$ cat config.mk
export PLATFORM = sky130hd
export DESIGN_NAME = micro_udp_engine_tx_arb
export DESIGN_NICKNAME = d
export VERILOG_FILES = /design/src/rtl/micro_udp_engine_pkg.sv /design/src/rtl/micro_udp_engine_pkt_cnt.sv /design/src/rtl/micro_udp_engine_tx_arb.sv
export SDC_FILE = /design/constraint.sdc
export NUM_CORES = 1
export LEC_CHECK = 0
export ABC_CLOCK_PERIOD_IN_PS = 2850
export CAP_MARGIN = 5
export CORE_AREA = 2 2 336 338
export DETAILED_ROUTE_END_ITERATION = 8
export DIE_AREA = 0 0 338 340
export PLACE_DENSITY = 0.34
export SYNTH_ARGS = -nofsm -noshare
export SYNTH_HDL_FRONTEND = slang
export SYNTH_SLANG_ARGS = --single-unit
$ cat constraint.sdc
create_clock -name clk -period 2.85 [get_ports clk]
set_input_delay 0.4275 -clock clk [delete_from_list [all_inputs] [get_ports clk]]
set_output_delay 0.4275 -clock clk [all_outputs]
set_load 0.01 [all_outputs]
$ cat src/rtl/micro_udp_engine_pkg.sv
// Shared types for the micro UDP engine: TX arbiter FSM states, source ids and widths.
package micro_udp_engine_pkg;

    localparam int DATA_W  = 256;
    localparam int EMPTY_W = 5;
    localparam int CNT_W   = 32;

    typedef enum logic [1:0] {
        S_IDLE = 2'd0,
        S_ARP  = 2'd1,
        S_UDP  = 2'd2
    } state_e;

    typedef enum logic {
        SRC_ARP = 1'b0,
        SRC_UDP = 1'b1
    } src_e;

endpackage

$ cat src/rtl/micro_udp_engine_pkt_cnt.sv
// Wrapping packet counter; one instance per arbiter source.
module micro_udp_engine_pkt_cnt
    import micro_udp_engine_pkg::*;
#(
    parameter int W = CNT_W
) (
    input  logic         clk,
    input  logic         reset,
    input  logic         en_i,
    output logic [W-1:0] cnt_o
);

    logic [W-1:0] cnt_q;

    always_ff @(posedge clk) begin
        if (reset) begin
            cnt_q <= '0;
        end else if (en_i) begin
            cnt_q <= cnt_q + 1'b1;
        end
    end

    assign cnt_o = cnt_q;

endmodule

$ cat src/rtl/micro_udp_engine_tx_arb.sv
// Packet-granular arbiter merging the ARP and IPv4/UDP frame streams onto the Ethernet TX input.
module micro_udp_engine_tx_arb
    import micro_udp_engine_pkg::*;
#(
    parameter logic ARP_PRIORITY = 1'b1
) (
    input  logic               clk,
    input  logic               reset,
    input  logic [DATA_W-1:0]  arp_tx_data,
    input  logic [EMPTY_W-1:0] arp_tx_empty,
    input  logic               arp_tx_startofpacket,
    input  logic               arp_tx_endofpacket,
    input  logic               arp_tx_valid,
    output logic               arp_tx_ready,
    input  logic [DATA_W-1:0]  udp_tx_data,
    input  logic [EMPTY_W-1:0] udp_tx_empty,
    input  logic               udp_tx_startofpacket,
    input  logic               udp_tx_endofpacket,
    input  logic               udp_tx_valid,
    output logic               udp_tx_ready,
    output logic [DATA_W-1:0]  l4_tx_data,
    output logic [EMPTY_W-1:0] l4_tx_empty,
    output logic               l4_tx_startofpacket,
    output logic               l4_tx_endofpacket,
    output logic               l4_tx_valid,
    input  logic               l4_tx_ready,
    output logic [CNT_W-1:0]   arp_pkt_cnt,
    output logic [CNT_W-1:0]   udp_pkt_cnt,
    output logic               err_no_sop
);

    state_e state_q, state_d;
    src_e   last_q, last_d;
    logic   first_q, first_d;
    logic   err_q, err_d;
    logic   acc, arp_done, udp_done;

    always_ff @(posedge clk) begin
        if (reset) begin
            state_q <= S_IDLE;
            last_q  <= SRC_UDP;
            first_q <= 1'b0;
            err_q   <= 1'b0;
        end else begin
            state_q <= state_d;
            last_q  <= last_d;
            first_q <= first_d;
            err_q   <= err_d;
        end
    end

    always_comb begin
        state_d             = state_q;
        last_d              = last_q;
        first_d             = first_q;
        err_d               = err_q;
        arp_tx_ready        = 1'b0;
        udp_tx_ready        = 1'b0;
        l4_tx_data          = '0;
        l4_tx_empty         = '0;
        l4_tx_startofpacket = 1'b0;
        l4_tx_endofpacket   = 1'b0;
        l4_tx_valid         = 1'b0;
        acc                 = 1'b0;
        arp_done            = 1'b0;
        udp_done            = 1'b0;

        case (state_q)
            S_IDLE: begin
                // ARP takes a tie when it has priority or UDP had the last grant.
                if (arp_tx_valid && (!udp_tx_valid || ARP_PRIORITY || last_q == SRC_UDP)) begin
                    state_d = S_ARP;
                    last_d  = SRC_ARP;
                    first_d = 1'b1;
                end else if (udp_tx_valid) begin
                    state_d = S_UDP;
                    last_d  = SRC_UDP;
                    first_d = 1'b1;
                end
            end
            S_ARP: begin
                l4_tx_data          = arp_tx_data;
                l4_tx_empty         = arp_tx_empty;
                l4_tx_startofpacket = arp_tx_startofpacket;
                l4_tx_endofpacket   = arp_tx_endofpacket;
                l4_tx_valid         = arp_tx_valid;
                arp_tx_ready        = l4_tx_ready;
            end
            S_UDP: begin
                l4_tx_data          = udp_tx_data;
                l4_tx_empty         = udp_tx_empty;
                l4_tx_startofpacket = udp_tx_startofpacket;
                l4_tx_endofpacket   = udp_tx_endofpacket;
                l4_tx_valid         = udp_tx_valid;
                udp_tx_ready        = l4_tx_ready;
            end
            default: state_d = S_IDLE;
        endcase

        acc = (state_q != S_IDLE) && l4_tx_valid && l4_tx_ready;
        if (acc) begin
            first_d = 1'b0;
            // Malformed start is flagged but the beat still goes out.
            if (first_q && !l4_tx_startofpacket) begin
                err_d = 1'b1;
            end
            if (l4_tx_endofpacket) begin
                state_d  = S_IDLE;
                arp_done = (state_q == S_ARP);
                udp_done = (state_q == S_UDP);
            end
        end
    end

    assign err_no_sop = err_q;

    micro_udp_engine_pkt_cnt #(.W(CNT_W)) u_arp_cnt (
        .clk   (clk),
        .reset (reset),
        .en_i  (arp_done),
        .cnt_o (arp_pkt_cnt)
    );

    micro_udp_engine_pkt_cnt #(.W(CNT_W)) u_udp_cnt (
        .clk   (clk),
        .reset (reset),
        .en_i  (udp_done),
        .cnt_o (udp_pkt_cnt)
    );

endmodule

=== Word level (Yosys, flattened, before mapping) ===
Cells that the tools add are included.

* Output and inout bits: 331
* Bits of input ports: 531
* Register bits: 68
* Word-level logic and storage cells: 38

* $add $sub $neg: 2
* Equality and inequality tests: 2
* Reduce and logical (&&, ||, !) cells: 11
* Multiplexer cells: 18

{| class="wikitable"
|+ Operator list
! operator !! count
|-
| $pmux W256 S2 || 1
|-
| $add A32 B1 Y32 const B || 2
|-
| $pmux W5 S2 || 1
|-
| $mux W1 || 8
|-
| $mux W2 || 4
|-
| $pmux W1 S2 || 3
|-
| $pmux W2 S2 || 1
|-
| $reduce_and A2 Y1 || 2
|-
| $reduce_bool A2 Y1 || 2
|-
| $reduce_or A2 Y1 || 2
|-
| $logic_and A1 B1 Y1 || 3
|-
| $eq A2 B1 Y1 const B || 1
|-
| $eq A2 B2 Y1 const B || 1
|-
| $logic_not A2 Y1 || 1
|-
| $logic_not A1 Y1 || 1
|}

=== Logic depth before layout (Yosys ltp) ===
Gate-level depths: netlist of run 1.

* Word-level depth: 5
* Mapped depth: 10
* Mapped depth without buffers: 6

=== Cells and area by module ===
From an unflattened synthesis of run 1, not the netlist that was laid out.

* Cell total of the unflattened synthesis: 1005
* Area total of the unflattened synthesis: 7464.7 um^2

{| class="wikitable"
|+ Modules (own cells, without submodules)
! module !! times used !! cells each !! seq. area each (um^2) !! area an instance (um^2)
|-
| micro_udp_engine_tx_arb || 1 || 643 || 80.1 || 4336.7
|-
| micro_udp_engine_pkt_cnt || 2 || 181 || 640.6 || 1564.0
|}

=== Worst setup path before layout of run 1 ===
Ideal clock, no wire load.

* Kind: flip-flop to flip-flop
* Start point: register state_q[1]
* End point: register u_arp_cnt.cnt_q[31] (netlist: u_arp_cnt.cnt_o[31])
* Clock period less this slack: 2.383 ns
* Data required time: 2.727 ns
* Arrival: 2.260 ns
* Setup slack: 0.467 ns
* Library setup time: 0.123 ns
* Buffers on the path: 3
* Stages on the path, launching flop included: 10
* Cells stage by stage: dfxtp_1 inv_1 ha_1 buf_2 nand4b_1 or4_1 buf_2 buf_2 nor4_1 mux2_1

* Longest elaborated chain between the ends: 5
* Elaborated cells on any way between the ends: 9
* Those cells by class: eq/ne (2); mux (4); reduce/logical (3)

{| class="wikitable"
|+ Ends and longest elaborated chain
! item !! RTL line !! text
|-
| from (decl) || micro_udp_engine_tx_arb.sv:32 || <nowiki>state_e state_q, state_d;</nowiki>
|-
| from (signal assigned) || micro_udp_engine_tx_arb.sv:45 || <nowiki>state_q <= state_d;</nowiki>
|-
| $eq A2 B2 Y1 or $eq A2 B1 Y1 (tied branches) || micro_udp_engine_tx_arb.sv:68, micro_udp_engine_tx_arb.sv:109 ||
|-
| $pmux W1 S2 || micro_udp_engine_tx_arb.sv:68 || <nowiki>case (state_q)</nowiki>
|-
| $logic_and A1 B1 Y1 (2 in a row) || micro_udp_engine_tx_arb.sv:100 || <nowiki>acc = (state_q != S_IDLE) && l4_tx_valid && l4_tx_ready;</nowiki>
|-
| $mux W1 * || micro_udp_engine_tx_arb.sv:101 || <nowiki>if (acc) begin</nowiki>
|-
| to (signal assigned) || micro_udp_engine_pkt_cnt.sv:19 || <nowiki>cnt_q <= cnt_q + 1'b1;</nowiki>
|-
| to (decl) || micro_udp_engine_pkt_cnt.sv:13 || <nowiki>logic [W-1:0] cnt_q;</nowiki>
|}

Every way passes the cells marked *; elsewhere a longest branch is shown, timed or not.
A chain may end at the register's enable or synchronous reset.

=== Worst setup path after layout of run 1 ===
* Start point: register state_q[1]
* End point: output port l4_tx_data[254]

* Longest elaborated chain between the ends: 2
* Elaborated cells on any way between the ends: 3
* Those cells by class: eq/ne (2); mux (1)

{| class="wikitable"
|+ Ends and longest elaborated chain
! item !! RTL line !! text
|-
| $eq A2 B2 Y1 or $eq A2 B1 Y1 (tied branches) || micro_udp_engine_tx_arb.sv:68 ||
|-
| $pmux W256 S2 * || micro_udp_engine_tx_arb.sv:68 ||
|-
| to (decl) || micro_udp_engine_tx_arb.sv:21 || <nowiki>output logic [DATA_W-1:0] l4_tx_data,</nowiki>
|}

Marked as above.

==> results of run 1 <==
[how the worst max path moves through the flow]
stage,cells after the start,to,from,slack (ns)
after floorplan,9,u_arp_cnt.cnt_o[31],state_q[1],0.47
after detailed placement,6,u_udp_cnt.cnt_o[21],l4_tx_ready,0.08
final,7,l4_tx_data[254],state_q[1],0.05
after global routing,6,l4_tx_data[140],state_q[0],-0.03
after CTS,6,l4_tx_data[78],state_q[0],-0.09
after global placement,6,u_udp_cnt.cnt_o[27],l4_tx_ready,0.08
[routing by layer]
metal | wire length, µm | global-route usage [%] | vias to the layer above
li1 | - | - | 5691
met1 | 38950 | 18.68 | 6083
met2 | 46550 | 25.70 | 609
met3 | 9264 | 6.290 | 137
met4 | 1770 | 4.741 | 52
met5 | 315 | 0 | -
[kinds of logic after synthesis]
logic type / count (synthesis) / share of synthesized area, %
buf+inv: 131 / 6.902
mux: 12 / 1.784
fa+ha+maj: 5 / 0.8336
flops: 68 / 18.14
compound gates: 371 / 34.73
simple gates: 452 / 37.38
xor+xnor: 2 / 0.2335
[worst max-delay path: cells and delay by family (launching register included)]
family	cells	cell delay, ns
compound gates	1	0.38
fa+ha+maj	1	0.19
buf+inv	4	1.01
flops	1	0.31
simple gates	1	0.10
[layout by cell type, fill, tap and decap left out, types with 9 or more instances in the layout]
cell type                         count
sky130_fd_sc_hd__dlygate4sd2_1       90
sky130_fd_sc_hd__buf_12              21
sky130_fd_sc_hd__nand3_1             15
sky130_fd_sc_hd__and4_1               9
sky130_fd_sc_hd__a22oi_1            259
sky130_fd_sc_hd__nor4_1               9
sky130_fd_sc_hd__nand4_1             25
sky130_fd_sc_hd__o31ai_1             33
sky130_fd_sc_hd__dlymetal6s2s_1      81
sky130_fd_sc_hd__or4_1               38
sky130_fd_sc_hd__diode_2             18
sky130_fd_sc_hd__o21ai_0             17
sky130_fd_sc_hd__nand2_1             21
sky130_fd_sc_hd__dfxtp_1             67
sky130_fd_sc_hd__nor2b_1            271
sky130_fd_sc_hd__clkbuf_16           14
sky130_fd_sc_hd__nor2_1              16
sky130_fd_sc_hd__clkdlybuf4s50_1    687
sky130_fd_sc_hd__buf_4               71
sky130_fd_sc_hd__and2_1              10
sky130_fd_sc_hd__a21oi_1             55
sky130_fd_sc_hd__inv_1               11
sky130_fd_sc_hd__or3_1               18
[cells in the mapped netlist, types with 9 or more instances]
library cell                 n  share of area, %
sky130_fd_sc_hd__nor2b_1   272                23
sky130_fd_sc_hd__a22oi_1   263                26
sky130_fd_sc_hd__clkbuf_1  107               5.4
sky130_fd_sc_hd__dfxtp_1    68                18
sky130_fd_sc_hd__a21oi_1    55               3.7
sky130_fd_sc_hd__or4_1      38               3.8
sky130_fd_sc_hd__o31ai_1    33               3.3
sky130_fd_sc_hd__nand4_1    25               2.1
sky130_fd_sc_hd__nand2_1    21               1.1
sky130_fd_sc_hd__or3_1      18               1.5
sky130_fd_sc_hd__o21ai_0    17               1.1
sky130_fd_sc_hd__nor2_1     16              0.80
sky130_fd_sc_hd__nand3_1    15               1.0
sky130_fd_sc_hd__inv_1      13              0.65
sky130_fd_sc_hd__and2_1     10              0.83
sky130_fd_sc_hd__and4_1      9               1.1
sky130_fd_sc_hd__nor4_1      9              0.75
[state kept, by name, summed over array words and instances, names as in the netlist]
register,cells
u_udp_cnt.cnt_o,32
state_q,2
first_q,1
u_arp_cnt.cnt_o,32
err_no_sop,1
[layout make-up]
type                    instances  area, µm²  share of cell area [%]
clock inverters                 5      37.54                  0.1931
flip-flops and latches         68       1363                   7.010
clock buffers                  11      242.7                   1.249
inverters                      13      48.80                  0.2510
well taps                    1500       1877                   9.656
multi-input cells             842       5694                   29.30
diodes                         18      45.04                  0.2317
repair buffers                971      10130                   52.11
[stage by stage]
stage	worst slack (ns)	TNS, ns	util, %
after floorplan	0.4666	0	-
after global placement	0.07748	0	16.60
after detailed placement	0.08181	0	16.60
after CTS	-0.09265	-0.7260	16.98
after global routing	-0.02706	-0.02804	17.41
final	0.05413	0	17.42
[what timing repair did]
item / in CTS / in global routing
setup buffers: 7 / 9
hold endpoints to repair: 0 / 0
resized for setup: 104 / 89
endpoints found under the setup margin: 234 / 129
pin swaps: 2 / 0
gates cloned: 4 / 5
[where the power goes]
part	total, mW	switching (mW)	internal, mW	leakage, nW
registers	0.959	0.00354	0.956	0.548
logic	3.38	1.49	1.89	6.93
clock network	1.07	0.456	0.614	0.132
total	5.41	1.95	3.46	7.61
==> out/qor_table.md, run 1 <==
| Group | Metric | Value |
| --- | --- | --- |
| global routing | Number of antenna violations at the first check in global routing | 95 |
| power | Leakage dissipation | 7.613 nW |
| critical path | Crit path capture type | primary output |
| routing | Initial DRT Pass Iterations | 4 |
| min path | Hold Crit Depth | 2 |
| clock network | CTS Root Cell | sky130_fd_sc_hd__clkbuf_16 |
| placed design | Area post-placement | 0.01852 mm² |
| power | Overall power after layout | 5.406 mW |
| power | Power Dens Cells | 278.1 mW/mm² |
| synth | Ys async rst share | 0% |
| synth | Post-Synthesis Cells | 1041 |
| synth | Synth Area per Inst | 7.209 µm² |
| routing | Post-detailed-route via-to-cell ratio | 3.667 |
| global routing | Vias in the first global route | 12.34k |
| sta | Worst-case hold slack | 0.4506 ns |
| final layout | Cell Count, Final, Fillers Out | 3428 |
| critical path | Slowest CP cell | sky130_fd_sc_hd__clkdlybuf4s50_1 |
| routing | Count of antenna-violating nets left after detailed routing | 0 |
| critical path | Arr. time, crit path | 2.37 ns |
| job | Max-Cap Viols | 0 |
| critical path | R2R Path Start | state_q[1] |
| status | Result of the run | completed |
| critical path | Peak per-stage delay on the critical path | 0.51 ns |
| final layout | P&R area growth vs syn | 159.0% |
| sta | Max Freq | 357.7 MHz |
| critical path | Endpoint of the worst register-to-register path | u_udp_cnt.cnt_o[27] |
| synth | Number of enable flip-flop cells after synthesis | 0 |
| clock network | Clock tree from TritonCTS | yes |
| clock network | Hold Buf Count CTS | 0 |
| floorplanning | Floorplan core area | 0.1116 mm² |
| clock network | Register clock-pin slew on the reported worst setup and hold paths | 0.06 ns |
| critical path | Startpoint-to-endpoint class of the critical path | register to primary output |
| clock network | Number of buffers inserted during clock tree synthesis | 9 |
| synth | Post-Synthesis Net Count | 1577 |
| synth | Number of storage elements in the synthesis netlist | 68 |
| routing | Routed wire length | 96.86 mm |
| routing | Number of remaining DRC errors | 0 |
| sta | Final critical delay including setup and external delays | 2.796 ns |
| floorplanning | Die area | 0.1149 mm² |
| synth | Fraction of the yosys area taken by sequential cells | 18.14% |
| global routing | First-pass GRT wire length | 120.1 mm |
| final layout | Fraction of layout instances using a drive strength above 1 | 7.749% |
| clock network | Worst skew pair latency | 0.35 ns |
| placed design | Number of buffers added on ports | 861 |
| placed design | HPWL Detailed | 82.85 mm |
| critical path | Register-to-register path setup slack | 0.17 ns |
| final layout | Number of filler instances in the final layout | 12.58k |
| final layout | Post-Layout Inst Area | 0.01944 mm² |
| critical path | Startpoint type of the worst setup path | register |
| synth | Synth Cell Area | 0.007505 mm² |
| sta | Number of failing hold endpoints at the final stage | 0 |
| global routing | Total gr overflow | 0 |
| critical path | Required time at the endpoint of the critical path | 2.42 ns |
| synth | Commonest register cell after synthesis | sky130_fd_sc_hd__dfxtp_1 |
| sta | Final Max Tran Viols | 0 |
| min path | Worst min path class | register to register |
| critical path | Cell occurring most often along the worst timing path | sky130_fd_sc_hd__buf_4 |
| sta | Slew headroom | 45.91% |
| placed design | Placed Cells incl. Taps | 3369 |
| global routing | Global-route usage over all layers | 15.69% |
| floorplanning | Effective utilization at floorplan | 6.726% |
| sta | Final setup violation count | 0 |
| global routing | Largest net degree at the start of global routing | 44 |
| placed design | Final estimated routing congestion in global placement | 0.9459 |
| floorplanning | Horiz. Die Dim | 338 µm |
| clock network | Maximum buffer depth of the clock tree | 2 |
| routing | Avg WL per Cell | 28.25 µm |
| sta | Post-route clock period utilization | 98.10% |
| floorplanning | Total I/O pin count | 862 |
| floorplanning | Number of placement rows | 123 |
| synth | YS warnings | 0 |
| sta | Clock skew after layout | 0.004785 ns |
| sta | RSZ-0062 raised after global routing | true |
| synth | Synth cell types | 35 |
| routing | Vias | 12.57k |
| sta | Slew of the pin with the lowest slew margin | 0.8113 ns |
| power | Worst VDD drop | 0.2727 mV |
| critical path | Cell chain of the critical path | buf_4 -> ha_4 -> buf_12 -> buf_4 -> a22oi_1 -> nor2b_1 -> clkdlybuf4s50_1 |
| min path | Hold endpoint | err_no_sop |
| critical path | Worst-path maximum fanout | 9 |
| clock network | H-tree depth reported by CTS | 3 |
| min path | Hold path startpoint | err_no_sop |
| floorplanning | Chip Height | 340 µm |
| routing | Initial DRC Count | 755 |
| critical path | Number of cells traversed by the worst register-to-register path | 9 |
| clock network | Clock tree sinks | 68 |
| final layout | Number of nets in the layout | 2441 |
Note: power is estimated with default switching activity, not from simulation.
==> run 2: changes to the inputs <==
PLACE_DENSITY = 0.39   (was 0.34)
==> run 2 against run 1 <==
Compared with the run above: first-iteration DRC count increased by 8.6%; combinational power decreased by 2%; utilization decreased by 0.14 points; final area decreased by 0.78%; total power increased by 0.35%; sequential power about the same; clock power increased by 8%; die area unchanged; sequential share of layout area increased by 0.074 points; global-route usage decreased by 0.51 points; largest power group unchanged.
==> out/qor_table.md, run 2 (synthesis results as in run 1) <==
| Group | Metric | Value | vs previous |
| --- | --- | --- | --- |
| critical path | Startpoint-to-endpoint class of the critical path | register to primary output |  |
| power | Power Internal | 3.493 mW | +1.0% |
| final layout | P&R area growth vs syn | 157.0% |  |
| routing | Total length of routed met2 wires | 43.91 mm | -5.7% |
| sta | Clock skew after layout | 0.01192 ns | +0.007132 ns |
| placed design | Number of buffers added on ports | 861 | unchanged |
| final layout | Most common library cell in the layout ignoring fill and taps | sky130_fd_sc_hd__clkdlybuf4s50_1 |  |
| sta | Final critical delay including setup and external delays | 2.806 ns | +0.009870 ns |
| power | Switching power of the nets | 1.931 mW | -0.81% |
| power | Power Dens Cells | 281.3 mW/mm² | +1.1% |
| floorplanning | Number of placement rows | 123 | unchanged |
| sta | Setup TNS after final layout | 0 ns | unchanged |
| power | Combinational cell fraction of total power | 60.9% | -1.6 points |
| floorplanning | Floorplan core area | 0.1116 mm² | unchanged |
| routing | Met3 wire len | 9.080 mm | -2.0% |
| critical path | Crit path capture type | primary output |  |
| placed design | Area post-placement | 0.01829 mm² | -1.2% |
| routing | Vias | 12.42k | -1.2% |
| routing | Post-detailed-route via-to-cell ratio | 3.650 | -0.47% |
| final layout | Post-Layout Inst Area | 0.01929 mm² | -0.78% |
| routing | Initial DRC Count | 820 | +8.6% |
| routing | Detailed-routing wirelength on met1 | 38.56 mm | -1.0% |
| final layout | Number of filler instances in the final layout | 12.69k | +0.86% |
| sta | Number of failing hold endpoints at the final stage | 0 | unchanged |
| sta | Slew of the pin with the lowest slew margin | 0.4780 ns | -0.3333 ns |
| global routing | Global-route usage over all layers | 15.18% | -0.51 points |
| power | Worst VDD drop | 0.2275 mV | -17% |
| routing | Routed wire length | 93.03 mm | -4.0% |
| global routing | Largest net degree at the start of global routing | 80 | +82% |
| job | Max-Cap Viols | 0 | unchanged |
| clock network | Clock tree sinks | 68 | unchanged |
| power | Leakage dissipation | 6.794 nW | -11% |
| floorplanning | Horiz. Die Dim | 338 µm | unchanged |
| routing | Avg WL per Cell | 27.34 µm | -3.2% |
| routing | Initial DRT Pass Iterations | 5 | +1 |
| global routing | Number of antenna violations at the first check in global routing | 85 | -11% |
| final layout | Number of nets in the layout | 2419 | -0.90% |
| routing | Uppermost layer routed | met5 |  |
| power | Part of the total power dissipated in the clock network | 21.4% | +1.6 points |
| status | Result of the run | completed |  |
| global routing | First-pass GRT wire length | 117.2 mm | -2.4% |
| sta | Max Freq | 356.4 MHz | -0.35% |
| sta | Final Max Tran Viols | 0 | unchanged |
| critical path | Startpoint type of the worst setup path | register |  |
| placed design | Final estimated routing congestion in global placement | 0.8745 | -7.5% |
| sta | Final setup violation count | 0 | unchanged |
| clock network | H-tree depth reported by CTS | 3 | unchanged |
| sta | Slew headroom | 68.04% | +22 points |
| power | Sw Share | 35.60% | -0.42 points |
| floorplanning | Chip Height | 340 µm | unchanged |
| clock network | Clock tree from TritonCTS | yes |  |
| final layout | Most frequent cells in the layout | sky130_fd_sc_hd__clkdlybuf4s50_1 (726), sky130_fd_sc_hd__nor2b_1 (264), sky130_fd_sc_hd__a22oi_1 (258) |  |
| critical path | Arr. time, crit path | 2.38 ns | about the same |
| routing | Count of antenna-violating nets left after detailed routing | 0 | unchanged |
| critical path | Worst-path maximum fanout | 15 | +6 |
| critical path | Required time at the endpoint of the critical path | 2.42 ns | about the same |
| floorplanning | Die area | 0.1149 mm² | unchanged |
| global routing | Total gr overflow | 0 | unchanged |
| clock network | Register clock-pin slew on the reported worst setup and hold paths | 0.06 ns | about the same |
| clock network | Number of buffers inserted during clock tree synthesis | 9 | unchanged |
| routing | Number of remaining DRC errors | 0 | unchanged |
| power | Reg power frac | 17.7% | about the same |
| clock network | CTS Root Cell | sky130_fd_sc_hd__clkbuf_16 |  |
| global routing | Vias in the first global route | 11.96k | -3.1% |
| min path | Worst min path class | register to register |  |
| clock network | Worst skew pair latency | 0.34 ns | about the same |
| clock network | Maximum buffer depth of the clock tree | 2 | unchanged |
| floorplanning | Total I/O pin count | 862 | unchanged |
| placed design | HPWL Detailed | 77.79 mm | -6.1% |
| final layout | Fraction of layout instances using a drive strength above 1 | 8.051% | +0.30 points |
| clock network | Hold Buf Count CTS | 0 | unchanged |
| floorplanning | Effective utilization at floorplan | 6.726% | unchanged |
| sta | Post-route clock period utilization | 98.45% | +0.35 points |
==> run 2: cell count changes in the layout (fill, tap and decap cells not counted), moves of 5 or more <==
cell / delta
sky130_fd_sc_hd__buf_4: -17
sky130_fd_sc_hd__buf_6: +5
sky130_fd_sc_hd__clkdlybuf4s50_1: +39
sky130_fd_sc_hd__dlygate4sd2_1: -12
sky130_fd_sc_hd__dlymetal6s2s_1: -40
sky130_fd_sc_hd__nor2b_1: -7
sky130_fd_sc_hd__nor2b_2: +6
==> run 2: per-stage QoR <==
step	power (mW)	instances	hold WS (ns)	worst slack, ns	util, %
floorplan	2.074	1041	0.4274	0.4666	-
global placement	3.988	3346	0.4408	0.07396	16.39
detailed placement	3.974	3346	0.4511	0.05282	16.39
CTS	5.435	3380	0.4603	-0.0002820	17.00
global route	5.693	3392	0.4725	-0.0005151	17.26
finish	5.425	3403	0.4559	0.04426	17.29
==> run 2: area by class of cell <==
cell class	instances	area (µm²)	share of cell area, %
multi-input cells	842	5741	29.77
diodes	15	37.54	0.1946
flip-flops and latches	68	1366	7.084
clock inverters	7	75.07	0.3893
inverters	13	48.80	0.2530
clock buffers	9	225.2	1.168
repair buffers	949	9916	51.41
well taps	1500	1877	9.731
==> run 2: critical path: stages (launching register included) <==
cell,delay [ns]
sky130_fd_sc_hd__dfxtp_4,0.36
sky130_fd_sc_hd__inv_2,0.09
sky130_fd_sc_hd__ha_4,0.25
sky130_fd_sc_hd__buf_12,0.16
sky130_fd_sc_hd__buf_16,0.18
sky130_fd_sc_hd__a22oi_1,0.12
sky130_fd_sc_hd__nor2b_2,0.26
sky130_fd_sc_hd__clkdlybuf4s50_1,0.59
==> run 2: per-layer routing <==
metal | vias to the layer above | global-route usage [%]
met5 | - | 0
met4 | 48 | 2.074
met3 | 145 | 5.680
met2 | 581 | 25.06
met1 | 5989 | 19.09
li1 | 5659 | -
==> run 2: timing repair <==
| action | in CTS | in global routing |
|---|---|---|
| gates cloned | 7 | 4 |
| hold endpoints to repair | 0 | 0 |
| endpoints found under the setup margin | 216 | 141 |
| pin swaps | 2 | 2 |
| resized for setup | 110 | 53 |
| setup buffers | 11 | 4 |
==> run 2: path summary, 6_finish.rpt <==
check / start / to / slack (ns) / cells past startpoint
setup / recovery: state_q[1] / l4_tx_data[106] / 0.04 / 7
hold / removal: first_q / first_q / 0.46 / 2
setup reg to reg: state_q[0] / u_arp_cnt.cnt_o[29] / 0.13 / 9
hold reg to reg: first_q / first_q / 0.46 / 2
==> run 2: power groups by stage <==
stage                     logic (mW)  clock network [mW]  registers (mW)
after floorplan                 1.10                   0           0.979
after global placement          3.01                   0           0.981
after detailed placement        2.99                   0           0.981
after CTS                       3.28                1.20           0.960
after global routing            3.50                1.23           0.961
final                           3.30                1.16           0.961
